[src/rtl/prefetch_pkg.sv]
// Shared types and constants for the prefetch DDR read-address path.
package prefetch_pkg;

  typedef enum logic [1:0] {
    EMPTY = 2'd0,
    HOLD  = 2'd1,
    GAP   = 2'd2
  } throttle_state_e;

  localparam int ERR_UNDERFLOW = 0;
  localparam int ERR_WATCHDOG  = 1;
  localparam int ERR_BITS      = 2;

  localparam int DEF_MAX_OUTSTANDING = 4;
  localparam int DEF_MIN_GAP         = 0;
  localparam int DEF_WATCHDOG_CNT    = 0;

endpackage

[src/rtl/prefetch_watchdog.sv]
// Saturating stall counter; timeout pulses while the next count equals a non-zero threshold.
module prefetch_watchdog
  import prefetch_pkg::*;
#(
  parameter int WIDTH = 10
) (
  input  logic             clk,
  input  logic             rst,
  input  logic             clear_i,
  input  logic [WIDTH-1:0] threshold_i,
  output logic             timeout_o
);

  logic [WIDTH-1:0] cnt_q, cnt_d;

  always_comb begin
    cnt_d = cnt_q;
    if (clear_i) begin
      cnt_d = '0;
    end else if (cnt_q != {WIDTH{1'b1}}) begin
      cnt_d = cnt_q + 1'b1;
    end
  end

  always_ff @(posedge clk or posedge rst) begin
    if (rst) begin
      cnt_q <= '0;
    end else begin
      cnt_q <= cnt_d;
    end
  end

  // Compare the next value so the flag lands on the same edge the count reaches the threshold.
  assign timeout_o = (threshold_i != '0) && (cnt_d == threshold_i);

endmodule

[src/rtl/prefetch_ar_throttle.sv]
// AR regulator: caps DRAM read bursts in flight, forces an idle gap after each issue,
// retires bursts from snooped R-last beats and flags stalls through a watchdog.
module prefetch_ar_throttle
  import prefetch_pkg::*;
#(
  parameter int ADDR_BITS       = 16,
  parameter int BURST_LEN_WIDTH = 8,
  parameter int TID_WIDTH       = 8,
  parameter int LOG_QUEUE_SIZE  = 3,
  parameter int GAP_WIDTH       = 6,
  parameter int WATCHDOG_SIZE   = 10
) (
  input  logic                       clk,
  input  logic                       rst,
  input  logic                       en,
  input  logic                       s_ar_valid,
  output logic                       s_ar_ready,
  input  logic [ADDR_BITS-1:0]       s_ar_addr,
  input  logic [BURST_LEN_WIDTH-1:0] s_ar_len,
  input  logic [TID_WIDTH-1:0]       s_ar_id,
  output logic                       m_ar_valid,
  input  logic                       m_ar_ready,
  output logic [ADDR_BITS-1:0]       m_ar_addr,
  output logic [BURST_LEN_WIDTH-1:0] m_ar_len,
  output logic [TID_WIDTH-1:0]       m_ar_id,
  input  logic                       r_valid,
  input  logic                       r_ready,
  input  logic                       r_last,
  input  logic [LOG_QUEUE_SIZE:0]    crs_maxOutstanding,
  input  logic [GAP_WIDTH-1:0]       crs_minGap,
  input  logic [WATCHDOG_SIZE-1:0]   watchdogCnt,
  output logic [LOG_QUEUE_SIZE:0]    outstanding,
  output logic [ERR_BITS-1:0]        errorCode
);

  throttle_state_e state_q, state_d;

  logic [GAP_WIDTH-1:0]       gap_q, gap_d;
  logic [ADDR_BITS-1:0]       addr_q;
  logic [BURST_LEN_WIDTH-1:0] len_q;
  logic [TID_WIDTH-1:0]       id_q;
  logic [LOG_QUEUE_SIZE:0]    out_q, out_d;
  logic [ERR_BITS-1:0]        err_q, err_d;

  logic s_hs, m_hs, r_beat, retire, wd_timeout;

  assign s_hs   = s_ar_valid & s_ar_ready;
  assign m_hs   = m_ar_valid & m_ar_ready;
  assign r_beat = r_valid & r_ready;
  assign retire = r_beat & r_last;

  always_ff @(posedge clk or posedge rst) begin
    if (rst) begin
      state_q <= EMPTY;
    end else begin
      state_q <= state_d;
    end
  end

  always_comb begin
    state_d = state_q;
    unique case (state_q)
      EMPTY:   if (s_hs) state_d = HOLD;
      HOLD:    if (m_ar_ready) state_d = (crs_minGap != '0) ? GAP : EMPTY;
      GAP:     if (gap_d == '0) state_d = EMPTY;
      default: state_d = EMPTY;
    endcase
  end

  // Ready depends on registered state only, so no path from m_ar_ready reaches s_ar_ready.
  always_comb begin
    m_ar_valid = (state_q == HOLD);
    s_ar_ready = en && (state_q == EMPTY) && (out_q < crs_maxOutstanding);
  end

  always_comb begin
    gap_d = gap_q;
    if (m_hs) begin
      gap_d = crs_minGap;
    end else if (gap_q != '0) begin
      gap_d = gap_q - 1'b1;
    end
  end

  always_comb begin
    out_d = out_q;
    err_d = err_q;
    if (m_hs && !retire) begin
      out_d = out_q + 1'b1;
    end else if (retire && !m_hs) begin
      if (out_q == '0) begin
        err_d[ERR_UNDERFLOW] = 1'b1;
      end else begin
        out_d = out_q - 1'b1;
      end
    end
    if (wd_timeout) begin
      err_d[ERR_WATCHDOG] = 1'b1;
    end
  end

  always_ff @(posedge clk or posedge rst) begin
    if (rst) begin
      gap_q  <= '0;
      addr_q <= '0;
      len_q  <= '0;
      id_q   <= '0;
      out_q  <= '0;
      err_q  <= '0;
    end else begin
      gap_q <= gap_d;
      out_q <= out_d;
      err_q <= err_d;
      if (s_hs) begin
        addr_q <= s_ar_addr;
        len_q  <= s_ar_len;
        id_q   <= s_ar_id;
      end
    end
  end

  prefetch_watchdog #(
    .WIDTH(WATCHDOG_SIZE)
  ) u_watchdog (
    .clk        (clk),
    .rst        (rst),
    .clear_i    ((out_q == '0) || r_beat),
    .threshold_i(watchdogCnt),
    .timeout_o  (wd_timeout)
  );

  assign m_ar_addr   = addr_q;
  assign m_ar_len    = len_q;
  assign m_ar_id     = id_q;
  assign outstanding = out_q;
  assign errorCode   = err_q;

endmodule

[config.mk]
export PLATFORM = sky130hd
export DESIGN_NAME = prefetch_ar_throttle
export DESIGN_NICKNAME = d
export VERILOG_FILES = /design/src/rtl/prefetch_pkg.sv /design/src/rtl/prefetch_watchdog.sv /design/src/rtl/prefetch_ar_throttle.sv
export SDC_FILE = /design/constraint.sdc
export NUM_CORES = 1
export LEC_CHECK = 0
export ABC_AREA = 0
export CORE_UTILIZATION = 63
export DETAILED_ROUTE_END_ITERATION = 8
export DONT_BUFFER_PORTS = 1
export HOLD_SLACK_MARGIN = 0.06
export PLACE_DENSITY = 0.79
export SLEW_MARGIN = 15
export SYNTH_ARGS = -nofsm -noshare
export SYNTH_HDL_FRONTEND = slang
export SYNTH_SLANG_ARGS = --single-unit
[constraint.sdc]
create_clock -name clk -period 2.9 [get_ports clk]
set_input_delay 0.29 -clock clk [delete_from_list [all_inputs] [get_ports clk]]
set_output_delay 0.29 -clock clk [all_outputs]
set_load 0.005 [all_outputs]
Yosys cells after proc, flatten, opt, wreduce, memory -nomap -nowiden
Index checks and enable logic that the tools add are counted.
{"block": "word_totals", "reg_bits": 56}
{"block": "classes", "muxes": 12, "magnitude_cmp": 1, "n_reduce_logical": 18, "n_addsub": 4, "n_eq_ne": 8, "n_bitwise": 5}
{"op": "two-way mux 10 bit", "n": 2}
{"op": "two-way mux 4 bit", "n": 3}
{"op": "two-way mux 6 bit", "n": 2}
{"op": "nonzero test 6 bit", "n": 2}
{"op": "adder 10 x 1 -> 10 bit (second input constant)", "n": 1}
{"op": "equality test 10 bit", "n": 1}
{"op": "!= test 10 bit (second input constant)", "n": 1}
{"op": "nonzero test 10 bit", "n": 1}
{"op": "two-way mux 2 bit", "n": 4}
{"op": "logical NOT 6 bit", "n": 1}
{"op": "!= test 2 bit (second input constant)", "n": 3}
{"op": "one-hot mux 2 bit (3 select lines)", "n": 1}
{"op": "AND reduction 3 bit", "n": 2}
{"op": "subtractor 6 x 1 -> 6 bit (second input constant)", "n": 1}
{"op": "logical AND 1 bit", "n": 5}
{"op": "adder 4 x 1 -> 4 bit (second input constant)", "n": 1}
{"op": "bitwise AND 1 bit", "n": 4}
{"op": "logical NOT 4 bit", "n": 1}
{"op": "< comparator 4 bit", "n": 1}
{"op": "subtractor 4 x 1 -> 4 bit (second input constant)", "n": 1}
{"op": "equality test 2 x 1 -> 1 bit (second input constant)", "n": 1}
{"op": "equality test 2 bit (second input constant)", "n": 1}
{"op": "logical NOT 1 bit", "n": 2}
{"op": "logical NOT 2 bit", "n": 1}
{"op": "5 further kinds", "n": 5}

Depth between registers and ports, before layout
Gate-level depths: netlist of the first run.
{"block": "logic_depth", "depth_word": 6, "ltp_mapped": 10, "ltp_nobuf": 10}

Hierarchy
A second synthesis of the first run with hierarchy kept.
{"block": "hier_totals", "hier_cells": 280, "hier_area_um2": 3096.7}
{"mod": "prefetch_ar_throttle", "area_each_um2": 2115.8, "n_inst": 1, "cells_per_inst": 165}
{"mod": "prefetch_watchdog", "area_each_um2": 980.9, "n_inst": 1, "cells_per_inst": 115}

Least setup slack after synthesis of the first run
No wires, ideal clock.
{"block": "synth_timing", "path_kind": "register -> register", "from": "register gap_q[2]", "to": "register state_q[1]", "path_slack_ps": 667, "n_path_buf": 1, "arrival_time_ps": 2114, "setup_ps": 120, "stages_incl_launch_ff": 8, "path_cell_list": "dfrtp_1 -> or3_1 -> buf_6 -> o31ai_4 -> a31oi_1 -> or3_1 -> or4_1 -> a31o_1"}
{"block": "synth_via", "elab_chain_cells": 6, "word_cells_on_any_way": 7, "cone_classes": "add/sub (1); eq/ne (1); mux (2); reduce/logical (3)"}
{"item": "start: declaration", "line": "prefetch_ar_throttle.sv:38", "rtl": "logic [GAP_WIDTH-1:0] gap_q, gap_d;"}
{"item": "start signal: assignment", "line": "prefetch_ar_throttle.sv:111", "rtl": "gap_q <= gap_d;"}
{"item": "subtractor 6 x 1 -> 6 bit or nonzero test 6 bit (tied branches)", "line": "prefetch_ar_throttle.sv:81, prefetch_ar_throttle.sv:80"}
{"item": "two-way mux 6 bit (*)", "line": "prefetch_ar_throttle.sv:80", "rtl": "end else if (gap_q != '0) begin"}
{"item": "two-way mux 6 bit (*)", "line": "prefetch_ar_throttle.sv:78", "rtl": "if (m_hs) begin"}
{"item": "net gap_d[5]", "line": "prefetch_ar_throttle.sv:38"}
{"item": "logical NOT 6 bit (*)", "line": "prefetch_ar_throttle.sv:65", "rtl": "GAP: if (gap_d == '0) state_d = EMPTY;"}
{"item": "!= test 2 bit (no source line) (*)"}
{"item": "AND reduction 3 bit (no source line) (*)"}
{"item": "end signal: assignment", "line": "prefetch_ar_throttle.sv:56", "rtl": "state_q <= state_d;"}
{"item": "end: declaration", "line": "prefetch_ar_throttle.sv:36", "rtl": "throttle_state_e state_q, state_d;"}
Mark *: on every way through the listed nets, which the timed path passes. The rest lies on a longest branch.
A chain may end at the register's enable or synchronous reset.

Final worst setup path of the first run
{"block": "layout_timing", "from": "register u_watchdog.cnt_q[0]", "to": "register err_q[1] (netlist: errorCode[1])"}
{"block": "layout_via", "elab_chain_cells": 5, "word_cells_on_any_way": 6, "cone_classes": "add/sub (1); eq/ne (2); mux (2); reduce/logical (1)"}
{"item": "start: declaration", "line": "prefetch_watchdog.sv:14", "rtl": "logic [WIDTH-1:0] cnt_q, cnt_d;"}
{"item": "start signal: assignment", "line": "prefetch_watchdog.sv:29", "rtl": "cnt_q <= cnt_d;"}
{"item": "adder 10 x 1 -> 10 bit or != test 10 bit (tied branches)", "line": "prefetch_watchdog.sv:21, prefetch_watchdog.sv:20"}
{"item": "two-way mux 10 bit (*)", "line": "prefetch_watchdog.sv:20", "rtl": "end else if (cnt_q != {WIDTH{1'b1}}) begin"}
{"item": "two-way mux 10 bit (*)", "line": "prefetch_watchdog.sv:18", "rtl": "if (clear_i) begin"}
{"item": "equality test 10 bit (*)", "line": "prefetch_watchdog.sv:34", "rtl": "assign timeout_o = (threshold_i != '0) && (cnt_d == threshold_i);"}
{"item": "logical AND 1 bit (*)", "line": "prefetch_watchdog.sv:34"}
{"item": "end signal: assignment", "line": "prefetch_ar_throttle.sv:113", "rtl": "err_q <= err_d;"}
{"item": "end: declaration", "line": "prefetch_ar_throttle.sv:43", "rtl": "logic [ERR_BITS-1:0] err_q, err_d;"}
Every way passes the cells marked *; elsewhere a longest branch is shown, timed or not.

==> key figures, run 1 <==
CTS
  • CTS root buf: clkbuf_8
  • Clock Sinks: 56
  • H-tree Lvls: 2
  • CTS tree: done
  • Worst-path clk slew: 0.10 ns
  • Clock Latency Late Sink: about 0.31 ns
  • Clock Path Buffers: 2
  • Num CTS Buffers: 5

Finish
  • Layout net count: about 330
  • Final instance area: 0.00305 sq mm
  • P&R area growth vs syn: 4.95%
  • Diode count: 0
  • Share of layout cells above drive strength 1: 18.6%
  • Final Util: 69.5%

STA
  • RSZ-0062 raised after global routing: false
  • Minimum clock period: 2.58 ns
  • Worst clock skew: just over 0.009 ns
  • Final hold vios: 0
  • Slew @ Worst Pin: 0.546 ns
  • Final TNS setup: 0 ns
  • Final Max Tran Viols: 0
  • Setup violators final: 0
  • Slew margin rel.: 63.5%
  • Fmax achieved: 388 MHz
  • Fin crit share: between 80% and 90%

Routing
  • Post-DRT Antenna Nets: 0
  • Via count: between 2000 and 2500
  • Post-route DRC: 0
  • Routed len/inst: ~18 um
  • Initial DRC count: between 100 and 150
  • Wirelength, routed: between 5 and 6 mm
  • DR vias/cell: around 6.3
  • Detailed Routing Iterations Pass 1: 4

Worst setup path
  • R2r startpoint: u_watchdog.cnt_q[0]$_DFF_PP0_
  • WP data required: 3.10 ns
  • Critical path fanouts, max: 10
  • Crit. End Element: register
  • CP Class: register to register
  • Critical Path Source Type: register
  • Worst Path Arrival: approximately 2.8 ns
  • Worst r2r path cells: 7
  • Crit. Startpoint: u_watchdog.cnt_q[0]$_DFF_PP0_

Place
  • Detailed placement HPWL: between 4 and 5 mm
  • Port Buffer Count: 0
  • Placed cell areas: around 0.003 sq mm
  • RePlAce Congestion: between 0.9 and 1

Floorplanning
  • CORE AREA: about 0.0044 sq mm
  • Die Span Y: 69.9 um
  • Top Ports: 100
  • Row count: 24
  • Initial Util: 66.2%
  • Die width: 69.9 um
  • Die area: slightly below 0.005 sq mm

Global routing
  • Initial antenna violation count: 0
  • Vias in the first global route: 1990
  • Global-route wire length before repair: 9.02 mm
  • Gr usage total: 23.5%
  • GRT Residual Overflow: 0
  • Largest net degree at the start of global routing: 34

Min path
  • Hold/Removal Path Class: input pin to register
  • Hold_sp: s_ar_addr[8]
  • Hold path cells: 1

Logic synthesis
  • Ys async rst share: between 90% and 100%
  • Syn Area/Cell: approximately 11 sq um
  • Unique masters post-synth: 50
  • Netlist Area Pre-Place: approximately 0.0029 sq mm
  • Sequential share of the synthesized area: between 40% and 50%
  • Post-synth EDFFs: 0
  • #FFs+latches synth: between 50 and 60
  • Yosys Warn Count: 0
  • Mapped Nets: 332
  • Main synth FF type: dfrtp_1
  • Mapped Cells: approximately 260

Power
  • Highest ir drop seen on vdd: roughly 0.59 mV
  • P_leak: roughly 1.3 nW
  • Pwr dens: a little over 900 mW/mm^2

Outcome
  • Status: finished clean

Run
  • Max-Cap Viols: 0
-- routing by layer --
layer	track usage, %	share of wire [%]
met1	30.9	44
met2	36.1	46
met3	8.08	8.5
met4	8.89	1.9
met5	0	0
-- registers in the layout (all words and copies together) (netlist names) --
signal,count
m_ar_addr,16
u_watchdog.cnt_q,10
m_ar_id,8
m_ar_len,8
gap_q,6
outstanding,4
errorCode,2
state_q,2
-- synth_stat cells (5+ instances only) --
library cell	n	area, sq um
inv_1	12	45.0
nand3_1	7	35.0
xnor2_1	8	70.1
nor3_1	7	35.0
a21oi_1	9	45.0
ha_1	10	125
mux2_2	33	372
xor2_1	5	43.8
dfrtp_1	56	1400
buf_2	5	25.0
nand2_1	21	78.8
nor2_1	12	45.0
-- critical path, stage by stage (launching register included) --
cell and delay, ns:
dfrtp_1 0.50, ha_1 0.40, and3_1 0.28, a211oi_1 0.10, or2_2 0.29, a2111oi_0 0.40
nand4_1 0.14, o41ai_1 0.36
-- cell families after synthesis --
kind of cell,count (synthesis),synth area share [%]
buffers and inverters,22,3.32
and+or+nand+nor,80,14.8
muxes,37,14.2
DFF,56,48.3
adders and majority gates,11,5.00
AOI/OAI and AO/OA,42,10.5
xor gates and xnor gates,13,3.92
-- final timing paths --
kind,slack (ns),endpoint
max in group asynchronous,1.66,errorCode[1]$_DFFE_PP0P_
worst max register to register,0.32,errorCode[1]$_DFFE_PP0P_
min in group asynchronous,0.47,m_ar_addr[13]$_DFFE_PP0P_
worst min-delay path,0.12,m_ar_addr[8]$_DFFE_PP0P_
worst min register to register,0.49,errorCode[0]$_DFFE_PP0P_
worst max-delay path,0.32,errorCode[1]$_DFFE_PP0P_
-- where the power goes --
part           total [mW]  switching [mW]  internal [mW]
registers            1.47           0.343           1.12
clock network       0.433           0.256          0.177
logic               0.939           0.434          0.504
-- metrics by stage --
stage | hold WS (ns) | instances | total power [mW] | worst slack, ns
global route | 0.101 | 316 | 3.02 | 0.0359
detailed placement | 0.259 | 307 | 2.43 | 0.355
finish | 0.119 | 316 | 2.84 | 0.324
global placement | 0.258 | 307 | 2.39 | 0.428
floorplan | 0.421 | 261 | 2.20 | 0.667
CTS | 0.109 | 316 | 2.87 | 0.330
-- final cells by class --
cell class              instances  area (sq um)
clock buffers                   6          72.6
fillers                       308          1340
clock inverters                 2          17.5
multi-input cells             183          1410
inverters                      12          45.0
flip-flops and latches         56          1400
well taps                      52          65.1
repair buffers                  5          40.0
-- cells in the final DEF (no fill, tap or decap), drive strengths merged, types with 4 or more instances in the layout --
cell / n
a211oi: 4
a21o: 4
a21oi: 9
a31oi: 4
and3: 4
buf: 4
clkbuf: 6
dfrtp: 56
ha: 10
inv: 14
mux2: 33
mux2i: 4
nand2: 21
nand3: 7
nor2: 13
nor3: 7
nor4: 4
o21ai: 4
or3: 4
or4: 4
xnor2: 8
xor2: 5
-- repair_timing --
action	CTS	global route
resized for setup	0	0
buffers inserted	0	0
endpoints found under the hold margin	27	0
hold buffers	1	0
Power figures use the tool's default switching activity.
==> run 2, diff against run 1 <==
Settings changed: CELL_PAD_IN_SITES_DETAIL_PLACEMENT set to 0, CELL_PAD_IN_SITES_GLOBAL_PLACEMENT set to 1, CORE_UTILIZATION 63 to 48, PLACE_DENSITY 0.79 to not set, PLACE_DENSITY_LB_ADDON set to 0.1.
==> key figures, run 2 (same netlist as run 1, synthesis figures left out) <==
Power
  • Combinational share of power: between 30% and 40%
  • Highest ir drop seen on vdd: 0.526 mV
  • Net Sw Frac: about a third
  • NetSw: around 1.0 mW
  • Pwr dens: approximately 960 mW/mm^2
  • P_leak: roughly 1.3 nW
  • Power Internal: between 1.5 and 2 mW
  • Sequential power share: 49.2%
  • Clock share of power: 19.4%

Place
  • Placed cell count: 326
  • Detailed placement HPWL: roughly 4.4 mm
  • RePlAce Congestion: roughly 0.84
  • Port Buffer Count: 0

Floorplanning
  • Die width: roughly 80 um
  • Die Span Y: 79.8 um
  • Top Ports: 100
  • CORE AREA: around 0.0057 sq mm
  • Die area: approximately 0.0064 sq mm
  • Row count: 27
  • Initial Util: between 50 and 60%

CTS
  • Clock Latency Late Sink: 0.30 ns
  • H-tree Lvls: 2
  • Worst-path clk slew: ~0.10 ns
  • CTS tree: done
  • CTS root buf: clkbuf_8
  • Clock Path Buffers: 2
  • Num CTS Buffers: 5
  • Post-CTS setup buffers: 0
  • Clock Sinks: 56

Finish
  • Final Util: roughly 55%
  • Highest-count cells in the layout ignoring fill and taps: dfrtp_1, mux2_2, nand2_1, nor2_1, inv_1
  • Diode count: 0
  • Share of layout cells above drive strength 1: around a fifth
  • Area of the multi-input gates: ~0.0014 sq mm
  • Layout net count: approximately 330
  • P&R area growth vs syn: 7.02%
  • Final non-filler cell total: ~330
  • Layout fillers: approximately 530
  • Largest register FFs: 16
  • Commonest non-fill, non-tap cell in the layout: dfrtp_1
  • Register Area: roughly 0.0014 sq mm

Routing
  • Routed len/inst: approximately 18 um
  • Detailed Routing Iterations Pass 1: 4
  • DR vias/cell: 5.98
  • Wirelength, routed: ~6 mm
  • Post-DRT Antenna Nets: 0
  • Initial DRC count: 138
  • Via count: ~2000
  • Post-route DRC: 0

Worst setup path
  • Critical Path Source Type: register
  • CP Class: register to register
  • Flop-to-flop setup slack: about 0.38 ns
  • Worst Path Arrival: 2.71 ns
  • WP data required: just over 3 ns
  • Crit. End Element: register
  • Critical path fanouts, max: 10
  • Slowest CP cell: dfrtp_1
  • CP max stage delay: between 0.5 and 0.6 ns
  • Worst-path cell chain: ha_2 -> and3_1 -> a211oi_1 -> or2_2 -> a2111oi_1 -> nand4_1 -> o41ai_1

STA
  • Fmax achieved: 397 MHz
  • Hold WS: roughly 0.14 ns
  • Minimum clock period: 2.52 ns
  • Fin crit share: 86.9%
  • RSZ-0062 raised after global routing: false
  • Final TNS setup: 0 ns
  • Setup violators final: 0
  • Slew @ Worst Pin: about 0.71 ns
  • Final hold vios: 0
  • Slew margin rel.: 52.3%
  • Worst clock skew: just under 0.009 ns
  • Final Max Tran Viols: 0

Global routing
  • Initial antenna violation count: 0
  • Largest net degree at the start of global routing: 34
  • Gr usage total: between 20% and 30%
  • Vias in the first global route: about 2100
  • Global-route wire length before repair: 9.80 mm
  • GRT Residual Overflow: 0

Min path
  • Hold/Removal Path Class: input pin to register

Run
  • Max-Cap Viols: 0

Outcome
  • Status: finished clean
[run 2: changes by cell type in the layout (fill, tap and decap cells not counted), sizes merged]
cell	before	now
inv	14	12
buf	4	3
clkbuf	6	5
bufinv	0	2
[run 2: final timing paths]
kind | from | endpoint | cells past startpoint
min in group asynchronous | rst | state_q[1]$_DFFE_PP0P_ | 2
max in group asynchronous | rst | m_ar_addr[3]$_DFFE_PP0P_ | 3
max reg2reg | u_watchdog.cnt_q[0]$_DFF_PP0_ | errorCode[1]$_DFFE_PP0P_ | 7
min reg2reg | errorCode[0]$_DFFE_PP0P_ | errorCode[0]$_DFFE_PP0P_ | 1
max | u_watchdog.cnt_q[0]$_DFF_PP0_ | errorCode[1]$_DFFE_PP0P_ | 7
min | s_ar_addr[14] | m_ar_addr[14]$_DFFE_PP0P_ | 1
[run 2: per-layer routing]
metal	global-route usage (%)	wire length, um
met1	25.9	2540
met2	32.4	2760
met3	6.97	648
met4	4.82	31
met5	0	0
[run 2: per-stage QoR]
| step | power [mW] | area, sq um | worst slack [ns] |
|---|---|---|---|
| 3_5_place_dp | 2.42 | 2970 | 0.383 |
| 5_1_grt | 3.22 | 3110 | 0.0588 |
| 3_3_place_gp | 2.41 | 2970 | 0.406 |
| 2_1_floorplan | 2.20 | 2900 | 0.667 |
| 4_1_cts | 3.02 | 3100 | 0.310 |
| 6_report | 2.99 | 3110 | 0.380 |
[run 2: area by class of cell]
class | instances | share of cell area, %
Clock buffer | 5 | 2.21
Sequential cell | 56 | 45.1
Timing Repair Buffer | 4 | 1.05
Tap cell | 72 | 2.90
Multi-Input combinational cell | 183 | 45.4
Clock inverter | 2 | 1.93
Inverter | 12 | 1.45
[run 2: timing repair]
action / CTS / global route
setup endpoints to repair: 0 / 1
hold buffers: 1 / 0
resized for setup: 0 / 2
hold endpoints to repair: 32 / 0
[run 2: critical path, delay by kind of cell, from the launching register on]
| family | cells | cell delay (ns) |
|---|---|---|
| adders and majority gates | 1 | 0.34 |
| and+or+nand+nor | 3 | 0.69 |
| DFF | 1 | 0.51 |
| AOI/OAI and AO/OA | 3 | 0.88 |
[run 2: power by group through the flow]
stage          Sequential, mW  Combinational (mW)  Clock [mW]
2_1_floorplan            1.38               0.821           0
3_5_place_dp             1.48               0.944           0
5_1_grt                  1.52                1.07       0.629
4_1_cts                  1.47               0.944       0.602
3_3_place_gp             1.48               0.926           0
6_report                 1.47               0.940       0.582
==> run 3, diff against run 2 <==
Settings changed: CELL_PAD_IN_SITES_DETAIL_PLACEMENT 0 to not set, CELL_PAD_IN_SITES_GLOBAL_PLACEMENT 1 to not set, CORE_UTILIZATION 48 to 63, PLACE_DENSITY set to 0.79, PLACE_DENSITY_LB_ADDON 0.1 to not set.
==> results of run 3 <==
The final DEF is identical to that of run 1; final timing and power are the same.
